## src/rtl/sa_params_pkg.sv

```systemverilog
// Shared parameters and state encoding for the ping-pong BRAM buffer datapath.
package sa_params_pkg;

  localparam int AXI_DATA_WIDTH = 32;

  typedef enum logic [2:0] {
    S_IDLE      = 3'd0,
    S_REQ       = 3'd1,
    S_STREAM    = 3'd2,
    S_WAIT_DONE = 3'd3,
    S_FIN       = 3'd4
  } fill_state_e;

endpackage

```

## src/rtl/bram_fill_ctrl.sv

```systemverilog
// Producer for the ping-pong BRAM buffer: chops a word stream into bank-sized segments.
// Optional s_last/err_last framing check is enabled by defining BRAM_FILL_LAST_CHK_EN.
module bram_fill_ctrl
  import sa_params_pkg::*;
#(
  parameter int DATA_W = AXI_DATA_WIDTH,
  parameter int DEPTH  = 64,
  parameter int ADDR_W = $clog2(DEPTH)
) (
  input  logic              clk,
  input  logic              rstn,
  input  logic              start,
  input  logic [31:0]       total_words,
  output logic              busy,
  output logic              done,
  input  logic              s_valid,
  output logic              s_ready,
  input  logic [DATA_W-1:0] s_data,
  output logic [31:0]       seg_words,
  output logic              fill_req,
  input  logic              fill_busy,
  output logic              fill_we,
  output logic [ADDR_W-1:0] fill_addr,
  output logic [DATA_W-1:0] fill_wdata,
  input  logic              fill_done
`ifdef BRAM_FILL_LAST_CHK_EN
  ,
  input  logic              s_last,
  output logic              err_last
`endif
);

  localparam logic [31:0] DEPTH_W = 32'(DEPTH);

  function automatic logic [31:0] seg_len(input logic [31:0] words);
    return (words > DEPTH_W) ? DEPTH_W : words;
  endfunction

  fill_state_e       state_q, state_d;
  logic [31:0]       remaining_q, remaining_d;
  logic [31:0]       seg_cnt_q, seg_cnt_d;
  logic [31:0]       seg_words_q, seg_words_d;
  logic              busy_q, busy_d;
  logic              done_q, done_d;
  logic              fill_req_q, fill_req_d;
  logic              fill_we_q, fill_we_d;
  logic [ADDR_W-1:0] fill_addr_q, fill_addr_d;
  logic [DATA_W-1:0] fill_wdata_q, fill_wdata_d;
  logic              handshake;
`ifdef BRAM_FILL_LAST_CHK_EN
  logic              err_last_q, err_last_d;
`endif

  assign s_ready   = (state_q == S_STREAM) && (seg_cnt_q < seg_words_q);
  assign handshake = s_valid && s_ready;

  // NOTE: every _d gets a default before the case so no path leaves a latch.
  always_comb begin
    state_d      = state_q;
    remaining_d  = remaining_q;
    seg_cnt_d    = seg_cnt_q;
    seg_words_d  = seg_words_q;
    busy_d       = busy_q;
    done_d       = 1'b0;
    fill_req_d   = fill_req_q;
    fill_we_d    = 1'b0;
    fill_addr_d  = fill_addr_q;
    fill_wdata_d = fill_wdata_q;
`ifdef BRAM_FILL_LAST_CHK_EN
    err_last_d   = err_last_q;
`endif

    case (state_q)
      S_IDLE: begin
        if (start) begin
`ifdef BRAM_FILL_LAST_CHK_EN
          err_last_d = 1'b0;
`endif
          if (total_words == 32'd0) begin
            state_d = S_FIN;
          end else begin
            remaining_d = total_words;
            busy_d      = 1'b1;
            seg_words_d = seg_len(total_words);
            seg_cnt_d   = 32'd0;
            fill_req_d  = 1'b1;
            state_d     = S_REQ;
          end
        end
      end
      S_REQ: begin
        if (fill_busy) begin
          fill_req_d = 1'b0;
          state_d    = S_STREAM;
        end
      end
      S_STREAM: begin
        if (handshake) begin
          fill_we_d    = 1'b1;
          fill_addr_d  = seg_cnt_q[ADDR_W-1:0];
          fill_wdata_d = s_data;
          seg_cnt_d    = seg_cnt_q + 32'd1;
          remaining_d  = remaining_q - 32'd1;
`ifdef BRAM_FILL_LAST_CHK_EN
          // s_last must mark exactly the final word of the whole transfer.
          if (s_last != (remaining_q == 32'd1)) err_last_d = 1'b1;
`endif
          if (seg_cnt_q + 32'd1 == seg_words_q) state_d = S_WAIT_DONE;
        end
      end
      S_WAIT_DONE: begin
        if (fill_done) begin
          if (remaining_q != 32'd0) begin
            seg_words_d = seg_len(remaining_q);
            seg_cnt_d   = 32'd0;
            fill_req_d  = 1'b1;
            state_d     = S_REQ;
          end else begin
            state_d = S_FIN;
          end
        end
      end
      S_FIN: begin
        done_d  = 1'b1;
        busy_d  = 1'b0;
        state_d = S_IDLE;
      end
      default: state_d = S_IDLE;
    endcase
  end

  // NOTE: state registers use non-blocking assignments so all flops update together.
  always_ff @(posedge clk) begin
    if (!rstn) begin
      state_q      <= S_IDLE;
      remaining_q  <= '0;
      seg_cnt_q    <= '0;
      seg_words_q  <= '0;
      busy_q       <= 1'b0;
      done_q       <= 1'b0;
      fill_req_q   <= 1'b0;
      fill_we_q    <= 1'b0;
      fill_addr_q  <= '0;
      fill_wdata_q <= '0;
`ifdef BRAM_FILL_LAST_CHK_EN
      err_last_q   <= 1'b0;
`endif
    end else begin
      state_q      <= state_d;
      remaining_q  <= remaining_d;
      seg_cnt_q    <= seg_cnt_d;
      seg_words_q  <= seg_words_d;
      busy_q       <= busy_d;
      done_q       <= done_d;
      fill_req_q   <= fill_req_d;
      fill_we_q    <= fill_we_d;
      fill_addr_q  <= fill_addr_d;
      fill_wdata_q <= fill_wdata_d;
`ifdef BRAM_FILL_LAST_CHK_EN
      err_last_q   <= err_last_d;
`endif
    end
  end

  assign busy       = busy_q;
  assign done       = done_q;
  assign seg_words  = seg_words_q;
  assign fill_req   = fill_req_q;
  assign fill_we    = fill_we_q;
  assign fill_addr  = fill_addr_q;
  assign fill_wdata = fill_wdata_q;
`ifdef BRAM_FILL_LAST_CHK_EN
  assign err_last   = err_last_q;
`endif

endmodule
```

## config.mk

```make
export PLATFORM = sky130hd
export DESIGN_NAME = bram_fill_ctrl
export DESIGN_NICKNAME = d
export VERILOG_FILES = /design/src/rtl/sa_params_pkg.sv /design/src/rtl/bram_fill_ctrl.sv
export SDC_FILE = /design/constraint.sdc
export NUM_CORES = 1
export LEC_CHECK = 0
export BUFFER_PORTS_ARGS = -buffer_cell sky130_fd_sc_hd__buf_2
export CAP_MARGIN = 20
export CORE_UTILIZATION = 57
export DETAILED_ROUTE_END_ITERATION = 12
export GPL_TIMING_DRIVEN = 1
export MAX_ROUTING_LAYER = met4
export PLACE_DENSITY = 0.81
export SYNTH_ARGS = -nofsm -noshare
export SYNTH_HDL_FRONTEND = slang
export SYNTH_SLANG_ARGS = --single-unit
```

## constraint.sdc

```tcl
create_clock -name clk -period 3.6 [get_ports clk]
set_input_delay 0.36 -clock clk [delete_from_list [all_inputs] [get_ports clk]]
set_output_delay 0.36 -clock clk [all_outputs]
set_load 0.03 [all_outputs]
```

# --- Word level (Yosys, flattened, before mapping) ---
# Cells that the tools add are included.
classes:
  n_eq_ne: 12
  magnitude_cmp: 3
  reduce_logical: 18
  n_mux: 34
  n_addsub: 2
ops:
  columns: ["operator", "n"]
  rows:
  - ["$mux 32", 14]
  - ["$pmux 32 s2", 2]
  - ["$pmux 32 s3", 1]
  - ["$gt 32x7->1 const B", 2]
  - ["$add 32x1->32 const B", 1]
  - ["$eq 32x32->1", 1]
  - ["$logic_not 32->1", 1]
  - ["$lt 32x32->1", 1]
  - ["$reduce_bool 32->1", 1]
  - ["$sub 32x1->32 const B", 1]
  - ["$mux 3", 7]
  - ["$ne 2x2->1 const B", 6]
  - ["$pmux 3 s4", 1]
  - ["$reduce_and 6->1", 2]
  - ["$reduce_and 5->1", 2]
  - ["$mux 1", 7]
  - ["$eq 3x2->1 const B", 2]
  - ["$reduce_bool 2->1", 3]
  - ["$reduce_bool 3->1", 2]
  - ["$reduce_and 2->1", 2]
  - ["$reduce_and 4->1", 1]
  - ["$eq 3x1->1 const B", 1]
  - ["$eq 3x3->1 const B", 1]
  - ["$logic_not 3->1", 1]
  - ["other kinds (5)", 6]
totals:
  register_bits: 141
  output_inout_bits: 75
  wordCells: 79

# --- Longest topological paths before layout ---
depth:
  word_depth: 5
  ltp_mapped: 13

# --- Worst setup path after synthesis ---
# Ideal clock, no wire load.
synth_timing:
  path_kind: "reg-to-reg"
  startpoint: "reg seg_words_q[23], in the netlist seg_words[23]"
  endpoint: "reg seg_cnt_q[4]"
  path_buffers: 2
  setup_ns: 0.137
  required_ns: 3.463
  path_stages_with_launch: 12
  t_arrival_ns: 2.693
  period_less_slack_ns: 2.830
  setup_slack_ns: 0.770
  cell_sequence: "dfxtp_1 inv_1 ha_1 and2_0 a221o_1 a21oi_1 nand4_1 nor2_1 o21a_1 clkbuf_1 buf_2 a31oi_1"
synth_via:
  elab_chain_len: 5
synth_rtl:
  columns: ["element", "line_no", "rtl"]
  rows:
  - ["start: declaration", "bram_fill_ctrl.sv:42", "logic [31:0] seg_words_q, seg_words_d;"]
  - ["start signal: assignment", "bram_fill_ctrl.sv:152", "seg_words_q <= seg_words_d;"]
  - ["$lt 32x32->1", "bram_fill_ctrl.sv:54", "assign s_ready = (state_q == S_STREAM) && (seg_cnt_q < seg_words_q);"]
  - ["$logic_and 1x1->1", "bram_fill_ctrl.sv:54", null]
  - ["$logic_and 1x1->1", "bram_fill_ctrl.sv:55", "assign handshake = s_valid && s_ready;"]
  - ["$ne 2x2->1 (no line)", null, null]
  - ["$reduce_and 6->1 (no line)", null, null]
  - ["end signal: assignment", "bram_fill_ctrl.sv:151", "seg_cnt_q <= seg_cnt_d;"]
  - ["end: declaration", "bram_fill_ctrl.sv:41", "logic [31:0] seg_cnt_q, seg_cnt_d;"]
# Every way passes these cells.
# A chain may end at the register's enable or synchronous reset.

# --- Final worst setup path ---
layout_timing:
  startpoint: "reg seg_words_q[23], in the netlist seg_words[23]"
  endpoint: "reg state_q[0]"
layout_via:
  elab_chain_len: 5
  word_cells_on_any_way: 7
  classes_between: "order compare (1); eq/ne (3); reduce/logical (3)"
layout_rtl:
  columns: ["element", "line_no", "rtl"]
  rows:
  - ["$lt 32x32->1", "bram_fill_ctrl.sv:54", null]
  - ["$logic_and 1x1->1", "bram_fill_ctrl.sv:54", null]
  - ["$logic_and 1x1->1", "bram_fill_ctrl.sv:55", null]
  - ["$ne 2x2->1 (no line)", null, null]
  - ["$reduce_and 5->1 (no line) *", null, null]
  - ["end signal: assignment", "bram_fill_ctrl.sv:149", "state_q <= state_d;"]
  - ["end: declaration", "bram_fill_ctrl.sv:39", "fill_state_e state_q, state_d;"]
# Every way passes the cells marked *; elsewhere a longest branch is shown, timed or not.

==> impl_metrics.toml <==
[outcome]
outcome = "finished clean"

[route]
drc = 0
first_iter_violations = 947
post_drt_wl_per_cell_um = 16.39
drt_first_pass_iters = 6
wl_um = 22910
vias_per_cell = 6.121
ant_nets = 0
vias = 8557

[synth]
async_reset_ff_frac = 0
yosysWarnings = 0
synth_cells = 1096
post-synth-top-area-cell = "dfxtp_1"
yosysMostFrequentCell = "nand2_1"
postSynthAreaPerCell_sq_um = 7.664
synth_edf_count = 0
yosys-top-cells-count = "nand2_1, dfxtp_1, o21ai_0"
ys_types = 73
synth_top_cell_area_share = 0.3361
synth_flop_cell = "dfxtp_1"
ys_seq_elements = 141
synth_fp_nets = 1200
synthTopCellsByArea = "dfxtp_1, nand2_1, a21boi_0"
ys_seq_area_frac = 0.3361
synth.cell_area_sq_um = 8399

[run]
drv_cap = 0

[die]
die_y_um = 123.4
start_util = 0.5936
std_cell_rows = 43
core_sq_um = 14150
pin_count = 145
dieArea_sq_um = 15230
die_w_um = 123.4

[sta]
post-route-period-util = 0.9078
fmax_mhz = 306.0
grt_setup_unrepaired = "no"
fin_crit_ns = 3.268
hold_violations = 0
setup_viol = 0
fin_tns_setup_ns = 0
worst_pin_slew_ns = 0.8696
max_slew_margin = 0.4158
fin_skew_ns = 0.008314
slew_viol_final = 0

[final_layout]
area_growth_pct = 16.73
multi_input_area_sq_um = 5155
num-nets-final = 1310
drive_gt1_frac = 0.1790
n_antenna_cell = 0
n_fill_cell = 1212
seq_area_sq_um = 2823

[pwr]
power_density_nw_per_um2 = 497.2
pwr-share-comb = 0.272
worst_ir_drop_vdd_mv = 0.4560
totalPowerFinal_w = 0.004875
clkPwrFrac = 0.357
pwr-share-seq = 0.371
swShare = 0.3446
p_int_w = 0.003195
switching_power_w = 0.001680
leakage_nw = 4.120

[placement]
gp_congestion = 0.9028
io_buffers = 144
hpwl_um = 15630

[setup_path]
reg2reg_to = "state_q[0]"
r2r_setup_slack_ns = 0.33
ff2ff_path_depth = 10
arrival_ns = 3.63
critPathMaxFanout = 31
critPathLaunchType = "flop"
worstSetupPathType = "reg -> reg"
r2r_start = "seg_words[23]"
crit_slowest_cell = "or2_2"
cp_cell_sequence = "inv_1, ha_1, and2_0, a221o_1, a21oi_1, nand4_1, or2_2, nor4_1, a31oi_1, o21ai_1"
path_buf_inv = 1
max_stage_delay_ns = 0.63
endpoint_kind = "flop"
required_ns = 3.96
critPathTopFamily = "simple AND/OR/NAND/NOR gates"

[clock_network]
postCtsSetupRepairBufs = 0
cts-htree-levels = 4
cts_sinks = 141
cts_buffers = 17
tritoncts = "built"
worstSkewPairLatency_ns = 0.42
clock_path_buffers = 2
ctsHoldBuffers = 0
path_clk_slew_ns = 0.06
clockRootBuffer = "clkbuf_16"
cts.repair.resized = 0

[grt]
grt_usage = 0.3225
grt_pass1_wl_um = 37420
grt_pass1_vias = 7766
antenna_found_initial = 0
grt_start_max_net_pins = 81
grt_overflow_total = 0

[hold_path]
whs_path_depth = 3
hold_end = "fill_wdata[17]"
min-delay-start = "s_data[17]"
hp-class = "in -> reg"
sequential cells by signal, summed over array words and instances (netlist names):
register / count
state_q: 3
seg_cnt_q: 32
fill_we: 1
fill_wdata: 32
busy: 1
fill_req: 1
done: 1
seg_words: 32
fill_addr: 6
remaining_q: 32
worst min-delay path, delay by kind of cell:
family          cells  cell delay (ns)
buf+inv             1             0.09
compound gates      1             0.06
simple gates        1             0.04
power groups by stage:
stage | clock (W) | combinational, W | sequential (W)
detailed placement | 0 | 0.00130 | 0.00184
CTS | 0.00176 | 0.00131 | 0.00181
global route | 0.00184 | 0.00146 | 0.00183
floorplan | 0 | 0.000848 | 0.00188
global placement | 0 | 0.00128 | 0.00183
finish | 0.00174 | 0.00132 | 0.00181
worst max-delay path by stage:
stage,startpoint,endpoint,cells after the start
after CTS,seg_words[23],state_q[0],10
after global placement,seg_words[23],state_q[0],10
after global routing,seg_words[23],seg_cnt_q[18],11
after floorplan,seg_words[23],seg_cnt_q[4],11
after detailed placement,seg_words[23],state_q[0],10
final,seg_words[23],state_q[0],10
area by class of cell:
class / count / area share
multi-input combinational: 843 / 0.5258
sequential: 141 / 0.2879
timing repair buffer: 163 / 0.08831
clock buffer: 21 / 0.04798
tap: 180 / 0.02297
inverter: 40 / 0.01531
clock inverter: 10 / 0.01174
kinds of logic (layout without fill, tap and decap cells):
logic type / after synthesis / count (layout) / synth area share
AND/OR/NAND/NOR: 467 / 467 / 0.2769
AO/OA/AOI/OAI: 299 / 299 / 0.2372
flip-flops: 141 / 141 / 0.3361
buffers and inverters: 112 / 234 / 0.05363
XOR/XNOR: 39 / 39 / 0.04067
adder cells (fa/ha/maj): 34 / 34 / 0.05065
multiplexers: 4 / 4 / 0.004916
stage by stage:
stage	worst slack, ns	instances	hold slack [ns]	cell area, sq um	utilization
final	0.3320	1398	0.1782	9804	0.6929
after global routing	0.1703	1398	0.1809	9804	0.6929
after CTS	0.3610	1398	0.1712	9804	0.6929
after detailed placement	0.3824	1367	0.4556	9219	0.6515
after global placement	0.4104	1367	0.4455	9219	0.6515
after floorplan	0.7697	1096	0.4375	8399	-
metal layers:
layer  vias up  share of wire  global-route usage
met5         -              0                   -
met4         0          0.024              0.1182
met3        46          0.075             0.07011
met2       369           0.45              0.4867
met1      3993           0.45              0.4222
li1       4149              -                   -
cell usage in the layout, fill, tap and decap left out, drive strengths merged, types with 6 or more instances in the layout:
cell | Yosys | routed
nand2 | 181 | 181
buf | 21 | 163
dfxtp | 141 | 141
o21ai | 80 | 80
nor2 | 71 | 71
a21boi | 67 | 67
a21oi | 46 | 46
and3 | 41 | 41
inv | 40 | 40
nand3 | 37 | 37
ha | 34 | 34
nor3 | 32 | 32
nand4 | 27 | 27
xnor2 | 25 | 25
nor4 | 25 | 25
a31oi | 21 | 21
clkbuf | 51 | 21
xor2 | 14 | 14
and2 | 12 | 12
o21a | 9 | 9
a221o | 8 | 8
or3 | 8 | 8
a21o | 7 | 7
nor3b | 7 | 7
nor2b | 6 | 6
o211a | 6 | 6
o31ai | 6 | 6
Power figures use the tool's default switching activity.
